## config.mk

```make
export PLATFORM = sky130hd
export DESIGN_NAME = rom_load_ctrl
export DESIGN_NICKNAME = d
export VERILOG_FILES = /design/src/rtl/rom_load_ctrl.sv
export SDC_FILE = /design/constraint.sdc
export NUM_CORES = 1
export LEC_CHECK = 0
export ABC_AREA = 1
export ABC_CLOCK_PERIOD_IN_PS = 3500
export BUFFER_PORTS_ARGS = -buffer_cell sky130_fd_sc_hd__buf_4
export CAP_MARGIN = 10
export CORE_AREA = 3 3 86 88
export CTS_CLUSTER_DIAMETER = 60
export DETAILED_ROUTE_END_ITERATION = 10
export DIE_AREA = 0 0 89 91
export HOLD_SLACK_MARGIN = 0.15
export PLACE_DENSITY = 0.8
export SYNTH_ARGS = -nofsm -noshare
export SYNTH_HDL_FRONTEND = slang
export SYNTH_SLANG_ARGS = --single-unit
export TNS_END_PERCENT = 5
```

## constraint.sdc

```tcl
create_clock -name clk -period 3.5 [get_ports clk]
set_input_delay 0.35 -clock clk [delete_from_list [all_inputs] [get_ports clk]]
set_output_delay 0.35 -clock clk [all_outputs]
set_load 0.1 [all_outputs]
```

## src/rtl/rom_load_ctrl.sv

```systemverilog
// rom_load_ctrl: steers the HPS ROM download stream into the Scramble ROM
// regions, counts and validates the image, and owns the core reset.
// Regions are packed back to back from address 0: CPU, SND, GFX, PROM.
module rom_load_ctrl #(
    parameter logic [15:0] CPU_SIZE    = 16'h4000,
    parameter logic [15:0] SND_SIZE    = 16'h1800,
    parameter logic [15:0] GFX_SIZE    = 16'h1000,
    parameter logic [15:0] PROM_SIZE   = 16'h0020,
    parameter logic [15:0] HOLD_CYCLES = 16'd1024
) (
    input  logic        clk,
    input  logic        RESET,
    input  logic        dn_download,
    input  logic        dn_wr,
    input  logic [15:0] dn_addr,
    input  logic [7:0]  dn_data,
    input  logic        rst_req,
    output logic [3:0]  rom_wr,
    output logic [13:0] rom_addr,
    output logic [7:0]  rom_data,
    output logic        core_reset,
    output logic        rom_valid,
    output logic        load_err
);

    // 17-bit region map so a full 64 KiB image (END = 0x10000) still compares correctly
    localparam logic [16:0] SND_BASE  = {1'b0, CPU_SIZE};
    localparam logic [16:0] GFX_BASE  = SND_BASE  + {1'b0, SND_SIZE};
    localparam logic [16:0] PROM_BASE = GFX_BASE  + {1'b0, GFX_SIZE};
    localparam logic [16:0] END_ADDR  = PROM_BASE + {1'b0, PROM_SIZE};
    localparam logic [16:0] CNT_MAX   = 17'h1FFFF;
    localparam logic [15:0] HOLD_LOAD = HOLD_CYCLES - 16'd1;

    typedef enum logic [1:0] {
        S_IDLE,
        S_LOAD,
        S_HOLD,
        S_RUN
    } state_t;

    // Power-up values come from declaration initialisers; RESET never clears the image status.
    state_t      state_q      = S_IDLE;
    state_t      state_d;
    logic [15:0] hold_q       = '0;
    logic [15:0] hold_d;
    logic [16:0] cnt_q        = '0;
    logic [16:0] cnt_d;
    logic        err_oob_q    = 1'b0;
    logic        err_oob_d;
    logic        rom_valid_q  = 1'b0;
    logic        rom_valid_d;
    logic        load_err_q   = 1'b0;
    logic        load_err_d;
    logic [3:0]  rom_wr_q     = '0;
    logic [3:0]  rom_wr_d;
    logic [13:0] rom_addr_q   = '0;
    logic [13:0] rom_addr_d;
    logic [7:0]  rom_data_q   = '0;
    logic        core_reset_q = 1'b1;

    logic [16:0] addr17;
    logic [3:0]  hit;
    logic [13:0] base_lo;
    logic        in_range;
    logic        oob;
    logic        wr_en;
    logic        entering;
    logic [16:0] cnt_base;
    logic [16:0] cnt_nxt;
    logic        oob_nxt;
    logic        img_ok;

    assign addr17 = {1'b0, dn_addr};

    // Region decode: one-hot hit and the low 14 bits of the region base
    always_comb begin
        hit     = 4'b0000;
        base_lo = '0;
        if (addr17 < SND_BASE) begin
            hit     = 4'b0001;
            base_lo = '0;
        end else if (addr17 < GFX_BASE) begin
            hit     = 4'b0010;
            base_lo = SND_BASE[13:0];
        end else if (addr17 < PROM_BASE) begin
            hit     = 4'b0100;
            base_lo = GFX_BASE[13:0];
        end else if (addr17 < END_ADDR) begin
            hit     = 4'b1000;
            base_lo = PROM_BASE[13:0];
        end
    end

    assign in_range = |hit;
    assign oob      = (addr17 >= END_ADDR);

    // A strobe counts in LOAD, or in the cycle that moves any other state into LOAD.
    assign entering = (state_q != S_LOAD) && dn_download;
    assign wr_en    = dn_wr && !RESET && ((state_q == S_LOAD) || dn_download);

    // Counter and out-of-map flag restart on LOAD entry but still see the entry-cycle write.
    assign cnt_base = entering ? '0 : cnt_q;
    assign cnt_nxt  = (wr_en && in_range && (cnt_base != CNT_MAX)) ? cnt_base + 17'd1 : cnt_base;
    assign oob_nxt  = (entering ? 1'b0 : err_oob_q) | (wr_en && oob);
    assign img_ok   = (cnt_nxt >= END_ADDR) && !oob_nxt;

    // Write path next state: region strobe and local address for in-range bytes only
    always_comb begin
        rom_wr_d   = 4'b0000;
        rom_addr_d = rom_addr_q;
        if (wr_en && in_range) begin
            rom_wr_d   = hit;
            rom_addr_d = dn_addr[13:0] - base_lo;
        end
    end

    // Sequencer next state: download has priority over soft reset everywhere
    always_comb begin
        state_d     = state_q;
        hold_d      = hold_q;
        cnt_d       = cnt_nxt;
        err_oob_d   = oob_nxt;
        rom_valid_d = rom_valid_q;
        load_err_d  = load_err_q;
        if (RESET) begin
            state_d   = rom_valid_q ? S_HOLD : S_IDLE;
            hold_d    = HOLD_LOAD;
            cnt_d     = '0;
            err_oob_d = 1'b0;
        end else begin
            case (state_q)
                S_IDLE: begin
                    if (dn_download) begin
                        state_d     = S_LOAD;
                        rom_valid_d = 1'b0;
                    end
                end
                S_LOAD: begin
                    if (!dn_download) begin
                        rom_valid_d = img_ok;
                        load_err_d  = !img_ok;
                        state_d     = img_ok ? S_HOLD : S_IDLE;
                        hold_d      = HOLD_LOAD;
                    end
                end
                S_HOLD: begin
                    if (dn_download) begin
                        state_d     = S_LOAD;
                        rom_valid_d = 1'b0;
                    end else if (rst_req) begin
                        hold_d = HOLD_LOAD;
                    end else if (hold_q == '0) begin
                        state_d = S_RUN;
                    end else begin
                        hold_d = hold_q - 16'd1;
                    end
                end
                S_RUN: begin
                    if (dn_download) begin
                        state_d     = S_LOAD;
                        rom_valid_d = 1'b0;
                    end else if (rst_req) begin
                        state_d = S_HOLD;
                        hold_d  = HOLD_LOAD;
                    end
                end
                default: begin
                    state_d = S_IDLE;
                end
            endcase
        end
    end

    // Sequencer and image-status registers
    always_ff @(posedge clk) begin
        state_q     <= state_d;
        hold_q      <= hold_d;
        cnt_q       <= cnt_d;
        err_oob_q   <= err_oob_d;
        rom_valid_q <= rom_valid_d;
        load_err_q  <= load_err_d;
    end

    // Registered write port and core reset; core runs only in RUN
    always_ff @(posedge clk) begin
        rom_wr_q     <= rom_wr_d;
        rom_addr_q   <= rom_addr_d;
        core_reset_q <= (state_d != S_RUN);
        if (wr_en && in_range) begin
            rom_data_q <= dn_data;
        end
    end

    assign rom_wr     = rom_wr_q;
    assign rom_addr   = rom_addr_q;
    assign rom_data   = rom_data_q;
    assign core_reset = core_reset_q;
    assign rom_valid  = rom_valid_q;
    assign load_err   = load_err_q;

endmodule

```

==> reports/metrics.yaml <==
wl_met2_mm: 3.63
cp-start-kind: "flop"
tritoncts: "done"
clkTransAtPathRegs_ns: 0.07
final_area_um2: 4100
gp_congestion: 0.869
crit_family: "simple AND/OR/NAND/NOR gates"
placed_cell_area_um2: 3820
die_area_um2: 8100
routed.top_layer: "met4"
vias: 2946
drt_first_pass_iters: 5
worst_r2r_endpoint: "state_q[1]$_DFF_P_"
finalHoldViolations: 0
power_uw: 1700
met1_length_mm: 2.98
slowest_delay_ns: 0.33
io_pins: 58
dr_wl_met3_um: 667
grt_max_degree: 25
seq_area_frac_synth_pct: 46.4
max_slew_margin_pct: 47.7
hp-start: "dn_data[2]"
mostFrequentLayoutCell: "nand2_1"
final_nets: 515
hpwl_mm: 5.44
postSynthAreaPerCell_um2: 8.09
drive_above_1_share_pct: 26.2
power.leakage_uw: 0.00173
path_depth: 26
yosysWarnings: 0
synth_seq_cells: 65
netlist_instances: 411
netlist_area_um2: 3320
cts.sinks: 65
die_h_um: 91
grtUsageTotal_pct: 18.8
cp.buffers_inverters: 5
rrSetupSlack_ns: 0.34
critical_path.max_fanout: 11
final_cell_mix: "80 x nand2_1, 66 x buf_4, 55 x nor2_1"
holdBufCountCts: 0
portBuffers: 57
setup_violations: 0
htreeDepth: 3
initial_utilization_pct: 49.5
core.rowCount: 30
cts_max_path_buffers: 2
antenna_cells: 0
hold_end: "rom_data[2]$_DFFE_PP_"
ys_types: 43
critPathRequiredTime_ns: 3.74
cts_inserted_buffers: 9
status: "completed"
worst_ep_arrival_time_ns: 3.40
worst_setup_path_end_kind: "flop"
core_area_um2: 6720
r2r-start: "state_q[1]$_DFF_P_"
drc: 0
slowest_stage: "dfxtp_1"
clockRootBuffer: "clkbuf_8"
syn_to_final_growth_pct: 23.2
post_drt_wl_per_cell_um: 13.1
initialDrtViolationCount: 164
hold_path_depth: 1
drt_wl_total_mm: 7.41
avgViaCountPerCell: 5.21
fmax_mhz: 316
cpMostUsedCell: "nand2_1"
fp.dieW_um: 89
period_share_pct: 90.3
tns_ns: 0
worstMarginPinSlew_ns: 0.784
slew_violations: 0
worstHoldPathType: "input pin to flop"
worst_ir_drop_vdd_mv: 0.207
synth_edf_count: 24
syn-num-nets: 445
reg2reg_depth: 26
power_density_nw_per_um2: 416
layout_min_cycle_time_ns: 3.16
grt_pass1_vias: 2850
grt_overflow: 0
ys.flop_type: "dfxtp_1"
clk_latency_ns: 0.34
drv_cap: 0
crit_type: "flop to flop"
antenna_found_initial: 0
ys_async_sr_fraction_pct: 0
grt_pass1_wl_mm: 12.1
drtAntennaViolNets: 0
skew_ns: 0.00504
how the worst max path moves through the flow:
stage                                    endpoint  slack [ns]               start
after floorplan           rom_valid$_SDFFCE_PN0P_        0.04  state_q[0]$_DFF_P_
final                          state_q[1]$_DFF_P_        0.34  state_q[1]$_DFF_P_
after global routing           core_reset$_DFF_P_     -0.0009  state_q[1]$_DFF_P_
after detailed placement       state_q[1]$_DFF_P_        0.08  state_q[0]$_DFF_P_
after CTS                      state_q[1]$_DFF_P_        0.03  state_q[0]$_DFF_P_
after global placement    rom_valid$_SDFFCE_PN0P_        0.21  state_q[0]$_DFF_P_
logic make-up after synthesis:
logic type | after synthesis | share of synthesized area (%)
AND/OR/NAND/NOR | 227 | 34.0
buffers and inverters | 69 | 8.92
adder cells (fa/ha/maj) | 5 | 2.11
AO/OA/AOI/OAI | 38 | 6.74
flip-flops | 65 | 46.4
XOR/XNOR | 7 | 1.84
per-layer routing:
layer / vias up / global-route usage [%]
li1: 1474 / -
met1: 1341 / 21.5
met2: 117 / 32.4
met3: 14 / 5.26
met4: 0 / 7.57
met5: - / 0
area by class of cell:
type                            instances  area [µm²]
Multi-Input combinational cell        277        1520
Clock inverter                          6        83.8
Clock buffer                            9         124
Sequential cell                        65        1540
Timing Repair Buffer                   66         495
Tap cell                               80         100
Inverter                               62         233
Fill cell                             554        2620
flip-flops by register name, summed over array words and instances (netlist names), 2 cells and up:
register	count
state_q	2
rom_data	8
rom_addr	14
cnt_q	17
hold_q	16
rom_wr	4
per-stage QoR:
step                      worst slack [ns]  utilization (%)  hold WS (ns)  instances
after global routing             -0.000905             60.9         0.162        565
final                                0.340             60.9         0.182        565
after CTS                           0.0283             59.9         0.171        560
after detailed placement            0.0752             56.8         0.488        545
after global placement               0.212             56.8         0.472        545
after floorplan                     0.0369                -         0.440        411
report_power, final:
| group | switching [µW] | total [µW] | internal (µW) |
|---|---|---|---|
| Combinational | 154 | 219 | 65.0 |
| Sequential | 11.6 | 815 | 803 |
| Clock | 277 | 669 | 393 |
cells in the mapped netlist, drive strengths merged (4+ instances only):
| library cell | instances | area, µm² |
|---|---|---|
| nand3 | 33 | 203 |
| inv | 62 | 233 |
| buf | 5 | 56.3 |
| xor2 | 5 | 43.8 |
| ha | 4 | 50.1 |
| edfxtp | 24 | 721 |
| nand2 | 90 | 378 |
| dfxtp | 41 | 821 |
| nand3b | 4 | 33.8 |
| o21ai | 18 | 93.8 |
| nor3 | 19 | 95.1 |
| nor2 | 67 | 314 |
| a21oi | 9 | 45.0 |
| nand4 | 7 | 58.8 |
repair_timing:
action,CTS,global route
resized for setup,0,8
buffers inserted,0,5
hold endpoints to repair,0,0
endpoints found under the setup margin,0,4
No activity file was read; power rests on OpenSTA's default activity.
